### src/rtl/rx_fsm.sv
// Flit receiver: buffers incoming flits in a credit-managed FIFO and writes
// each packet into its per-ID slot of the rx buffer.
module rx_fsm #(
  parameter int unsigned DEPTH        = 8,
  parameter logic [31:0] RX_BASE_ADDR = 32'h2000,
  parameter int unsigned SLOT_WORDS   = 64
) (
  input  logic        clk,
  input  logic        n_rst,
  input  logic [39:0] flit_in,
  input  logic        flit_valid,
  output logic        credit_return,
  output logic        wen,
  output logic [31:0] addr,
  output logic [31:0] wdata,
  input  logic        request_stall,
  output logic        rx_done,
  output logic [1:0]  rx_done_id,
  output logic [4:0]  rx_done_req,
  output logic [7:0]  rx_done_len,
  output logic        overflow_err
);

  localparam int unsigned AW         = $clog2(DEPTH);
  localparam logic [31:0] SLOT_BYTES = 32'(SLOT_WORDS * 4);
  localparam logic [31:0] SLOT_LIM   = 32'(SLOT_WORDS);
  localparam logic [AW:0] PTR_ONE    = 1;
  localparam logic [AW:0] PTR_FULL   = {1'b1, {AW{1'b0}}};

  typedef enum logic [1:0] {
    IDLE,
    HEADER,
    BODY,
    DONE
  } state_t;

  state_t      state;
  logic [39:0] mem [DEPTH];
  logic [AW:0] wr_ptr;
  logic [AW:0] rd_ptr;
  logic [7:0]  cnt;
  logic [7:0]  len_q;
  logic [1:0]  id_q;
  logic [4:0]  req_q;
  logic [31:0] base_q;

  logic        empty;
  logic        full;
  logic        push;
  logic        pop;
  logic [39:0] head;
  logic [1:0]  hd_id;
  logic [4:0]  hd_req;
  logic [31:0] hd_pay;
  logic [7:0]  hd_len;
  logic [31:0] hdr_addr;
  logic [31:0] body_addr;
  logic        in_slot;
  logic        long_hdr;
  logic        unused_vc;

  assign empty     = (wr_ptr == rd_ptr);
  assign full      = ((wr_ptr ^ rd_ptr) == PTR_FULL);
  assign head      = mem[rd_ptr[AW-1:0]];
  assign unused_vc = head[39];
  assign hd_id     = head[38:37];
  assign hd_req    = head[36:32];
  assign hd_pay    = head[31:0];
  assign hd_len    = (hd_pay[7:0] == 8'd0) ? 8'd1 : hd_pay[7:0];
  assign hdr_addr  = RX_BASE_ADDR + 32'(hd_id) * SLOT_BYTES;
  assign body_addr = base_q + {22'd0, cnt, 2'd0};
  assign in_slot   = ({24'd0, cnt} < SLOT_LIM);
  assign long_hdr  = ({24'd0, hd_len} > SLOT_LIM);
  // a pop at full frees the slot the same-cycle push lands in
  assign push      = flit_valid && (!full || pop);

  always_comb begin
    wen   = 1'b0;
    addr  = 32'd0;
    wdata = 32'd0;
    pop   = 1'b0;
    unique case (state)
      HEADER: begin
        if (!empty) begin
          wen   = 1'b1;
          addr  = hdr_addr;
          wdata = hd_pay;
          pop   = !request_stall;
        end
      end
      BODY: begin
        if (!empty) begin
          wen   = in_slot;
          addr  = in_slot ? body_addr : 32'd0;
          wdata = in_slot ? hd_pay : 32'd0;
          pop   = !request_stall || !in_slot;
        end
      end
      default: ;
    endcase
  end

  always_ff @(posedge clk) begin
    if (push) mem[wr_ptr[AW-1:0]] <= flit_in;
  end

  always_ff @(posedge clk or negedge n_rst) begin
    if (!n_rst) begin
      state         <= IDLE;
      wr_ptr        <= '0;
      rd_ptr        <= '0;
      cnt           <= 8'd0;
      len_q         <= 8'd0;
      id_q          <= 2'd0;
      req_q         <= 5'd0;
      base_q        <= 32'd0;
      credit_return <= 1'b0;
      rx_done       <= 1'b0;
      rx_done_id    <= 2'd0;
      rx_done_req   <= 5'd0;
      rx_done_len   <= 8'd0;
      overflow_err  <= 1'b0;
    end else begin
      credit_return <= pop;
      rx_done       <= 1'b0;
      if (push) wr_ptr <= wr_ptr + PTR_ONE;
      if (pop) rd_ptr <= rd_ptr + PTR_ONE;
      if (flit_valid && full && !pop) overflow_err <= 1'b1;
      unique case (state)
        IDLE: begin
          cnt <= 8'd0;
          if (!empty) state <= HEADER;
        end
        HEADER: begin
          if (pop) begin
            id_q   <= hd_id;
            req_q  <= hd_req;
            len_q  <= hd_len;
            base_q <= hdr_addr;
            if (long_hdr) overflow_err <= 1'b1;
            if (hd_len == 8'd1) begin
              state       <= DONE;
              rx_done     <= 1'b1;
              rx_done_id  <= hd_id;
              rx_done_req <= hd_req;
              rx_done_len <= hd_len;
            end else begin
              state <= BODY;
              cnt   <= 8'd1;
            end
          end
        end
        BODY: begin
          if (pop) begin
            if (cnt == len_q - 8'd1) begin
              state       <= DONE;
              rx_done     <= 1'b1;
              rx_done_id  <= id_q;
              rx_done_req <= req_q;
              rx_done_len <= len_q;
            end else begin
              cnt <= cnt + 8'd1;
            end
          end
        end
        DONE: begin
          state <= IDLE;
          cnt   <= 8'd0;
        end
        default: state <= IDLE;
      endcase
    end
  end

endmodule

### config.mk
export PLATFORM = sky130hd
export DESIGN_NAME = rx_fsm
export DESIGN_NICKNAME = d
export VERILOG_FILES = /design/src/rtl/rx_fsm.sv
export SDC_FILE = /design/constraint.sdc
export NUM_CORES = 1
export LEC_CHECK = 0
export ABC_CLOCK_PERIOD_IN_PS = 6800
export CAP_MARGIN = 5
export CORE_UTILIZATION = 43
export DETAILED_ROUTE_END_ITERATION = 10
export GPL_TIMING_DRIVEN = 0
export PLACE_DENSITY_LB_ADDON = 0.15
export SETUP_SLACK_MARGIN = 0.4
export SLEW_MARGIN = 25
export SYNTH_ARGS = -nofsm -noshare
export SYNTH_HDL_FRONTEND = slang
export SYNTH_SLANG_ARGS = --single-unit
### constraint.sdc
create_clock -name clk -period 6.8 [get_ports clk]
set_input_delay 1.36 -clock clk [delete_from_list [all_inputs] [get_ports clk]]
set_output_delay 1.36 -clock clk [all_outputs]
set_load 0.01 [all_outputs]
==> out/metrics.cfg <==
[power_and_ir_drop]
ir_drop_v = 0.0002719
leakagePower_nw = 6.412
power.density_nw_per_um2 = 440.9

[grt]
antenna_found_initial = 1
track_usage = 0.1860
grt_max_degree = 37
grt_pass1_vias = 7995
grt-ovfl-total = 0
grt_pass1_wl_um = 49300

[sta]
worst_pin_slew_ns = 1.019
whs_ns = 0.4757
min_period_ns = 5.466
fin_tns_setup_ns = 0
final.setup_skew_ns = 0.01701
drv_slew = 0
finalSetupViolCount = 0
relSlewSlack = 0.3207
fin_crit_sh = 0.8038
rsz0062_at_grt = no
fmax_mhz = 183.0
hold_viol = 0

[place]
place.detailed.hpwl_um = 21380
gp_congestion = 0.7897
portBuffers = 103

[cts]
cts_max_level = 2
clk_pin_slew_ns = 0.06
cts.repair.resized = 0
clock-sinks = 364
cts_root_buf = clkbuf_16
cts_setup_buffers = 0
cts_tree = done
hold_buffers = 0
clock_latency_ns = 0.53
cts_inserted_buffers = 39
cts_buffer_depth = 3

[logic_synthesis]
synthesis.area_um2 = 14910
yosysTopAreaCell = edfxtp_1
ys.flop_type = edfxtp_1
yosys_warnings = 0
synthTopCellsByCount = edfxtp_1 (312), mux4_2 (70), nor2_1 (66)
ys_seq_area_frac = 0.7155
syn_inst = 833
synth_top_cell_area_share = 0.6282
synthDistinctLibCells = 56
synth_most_common_cell = edfxtp_1
ys_ff_latch = 364
yosys-top-cells-area = edfxtp_1 (63%), mux4_2 (11%), dfrtp_1 (8.7%), mux2i_1 (2.6%), nor2_1 (1.7%)
async_flop_share = 0.1429
synth-edff-count = 312
synth.avg_cell_area_um2 = 17.90

[run_status]
status = finished, final reports clean

[final_layout]
multi_input_area_um2 = 3975
syn_to_final_growth_pct = 22.33
fillers = 2754
regArea_um2 = 10670
diodes = 0
fin_nets = 1079
drive_gt1_frac = 0.2101

[critical_path]
reg2reg_depth = 13
r2r_slack_ns = 2.91
r2r-start = state[1]$_DFFE_PN0P_
r2r_end = mem[0][29]$_DFFE_PP_
critical_path_class = register to output pin
arrival_ns = 4.11
critPathLaunchType = register
required_ns = 5.44
endpoint_kind = output pin
crit_fanout = 10

[drt]
vias = 7835
wl_um = 32040
ant_nets = 0
routedWlPerCell_um = 21.43
vias_per_cell = 5.241
drtIter0Drc = 499
drc = 0
top_layer = met4
route.met3.wl_um = 1764
dr.pass1.iters = 4
wl_met2_um = 15840
met1_length_um = 13980

[die]
initial_utilization = 0.4403
die_x_um = 188.2
rows = 67
io_pins = 127
die-area_um2 = 35430
coreArea_um2 = 33870
fp.dieH_um = 188.2

[min_path]
hp-start = rx_done_len[1]$_DFFE_PN0P_
hold_path_end = rx_done_len[1]$_DFFE_PN0P_
hold_path_class = register to register
whs_path_depth = 2

[flow_run]
max_cap_violations = 0

==> worst max path at each step <==
stage          slack (ns)             startpoint              endpoint  depth (start not counted)
2_1_floorplan        1.41          request_stall   mem[0][0]$_DFFE_PP_                          6
3_3_place_gp        -2.42          request_stall  mem[1][29]$_DFFE_PP_                          7
3_5_place_dp         1.76  rd_ptr[1]$_DFFE_PN0N_             wdata[16]                          8
4_1_cts              1.22  rd_ptr[1]$_DFFE_PN0N_             wdata[16]                          8
5_1_grt              1.11   state[0]$_DFFE_PN0P_             wdata[25]                         11
6_report             1.33  rd_ptr[1]$_DFFE_PN0N_             wdata[25]                          8
==> power breakdown <==
group | leakage, nW | internal, mW | total [mW] | switching (mW)
combinational | 2.33 | 1.39 | 3.07 | 1.67
clock | 0.562 | 1.12 | 1.94 | 0.821
sequential | 3.52 | 2.86 | 3.04 | 0.175
==> state kept, by name, summed over array words and instances (netlist names) <==
signal,flops
base_q,2
cnt,8
credit_return,1
id_q,1
len_q,8
mem,312
overflow_err,1
rd_ptr,4
req_q,5
rx_done,1
rx_done_id,2
rx_done_len,8
rx_done_req,5
state,2
wr_ptr,4
==> cell type report <==
type / count / share of cell area
Tap cell: 448 / 0.03073
Clock inverter: 13 / 0.006172
Sequential cell: 364 / 0.5849
Clock buffer: 50 / 0.05740
Multi-Input combinational cell: 417 / 0.2179
Inverter: 10 / 0.002057
Timing Repair Buffer: 130 / 0.08058
Buffer: 63 / 0.02030
==> worst max-delay path, stage by stage, from the launching register on <==
cell             delay, ns
dfrtp_1               0.43
buf_2                 0.32
buf_2                 0.33
buf_1                 0.55
buf_1                 0.67
mux4_2                0.34
mux2i_1               0.08
nor2_1                0.25
clkdlybuf4s50_1       0.59
==> metal layers <==
| metal | global-route usage | vias to the layer above |
|---|---|---|
| li1 | - | 3613 |
| met1 | 0.2544 | 3968 |
| met2 | 0.3128 | 219 |
| met3 | 0.03166 | 35 |
| met4 | 0.04096 | 0 |
| met5 | 0 | - |
==> per-stage QoR <==
| step | instances | instance area (µm²) | worst slack, ns | utilization | power (mW) |
|---|---|---|---|---|---|
| 6_report | 1495 | 18240 | 1.334 | 0.5387 | 8.044 |
| 5_1_grt | 1495 | 18240 | 1.114 | 0.5387 | 8.477 |
| 4_1_cts | 1495 | 18240 | 1.217 | 0.5387 | 8.151 |
| 3_5_place_dp | 1432 | 17080 | 1.765 | 0.5044 | 6.206 |
| 3_3_place_gp | 1405 | 16580 | -2.420 | 0.4897 | 6.061 |
| 2_1_floorplan | 854 | 14990 | 1.405 | - | 4.941 |
==> cells in the final DEF (no fill, tap or decap), types with 8 or more instances in the layout <==
master             n
a21oi_1           17
and2_1             9
buf_16             9
buf_2             18
buf_4             35
clkbuf_1          20
clkbuf_16         39
clkdlybuf4s50_1  102
conb_1            22
dfrtp_1           52
edfxtp_1         312
ha_1               9
inv_1              9
mux2i_1           39
mux4_1             8
mux4_2            70
nand2_1           44
nor2_1            60
o21ai_0           33
xnor2_1            8
xor2_1            11
==> cell families after synthesis <==
group,count (synthesis),synth area share
flops,364,0.7155
simple gates,166,0.05202
mux,121,0.1490
compound gates,79,0.03583
buf+inv,73,0.02735
xor+xnor,19,0.01116
fa+ha+maj,10,0.008894
other cells,1,0.0002515
Note: power is estimated with default switching activity, not from simulation.
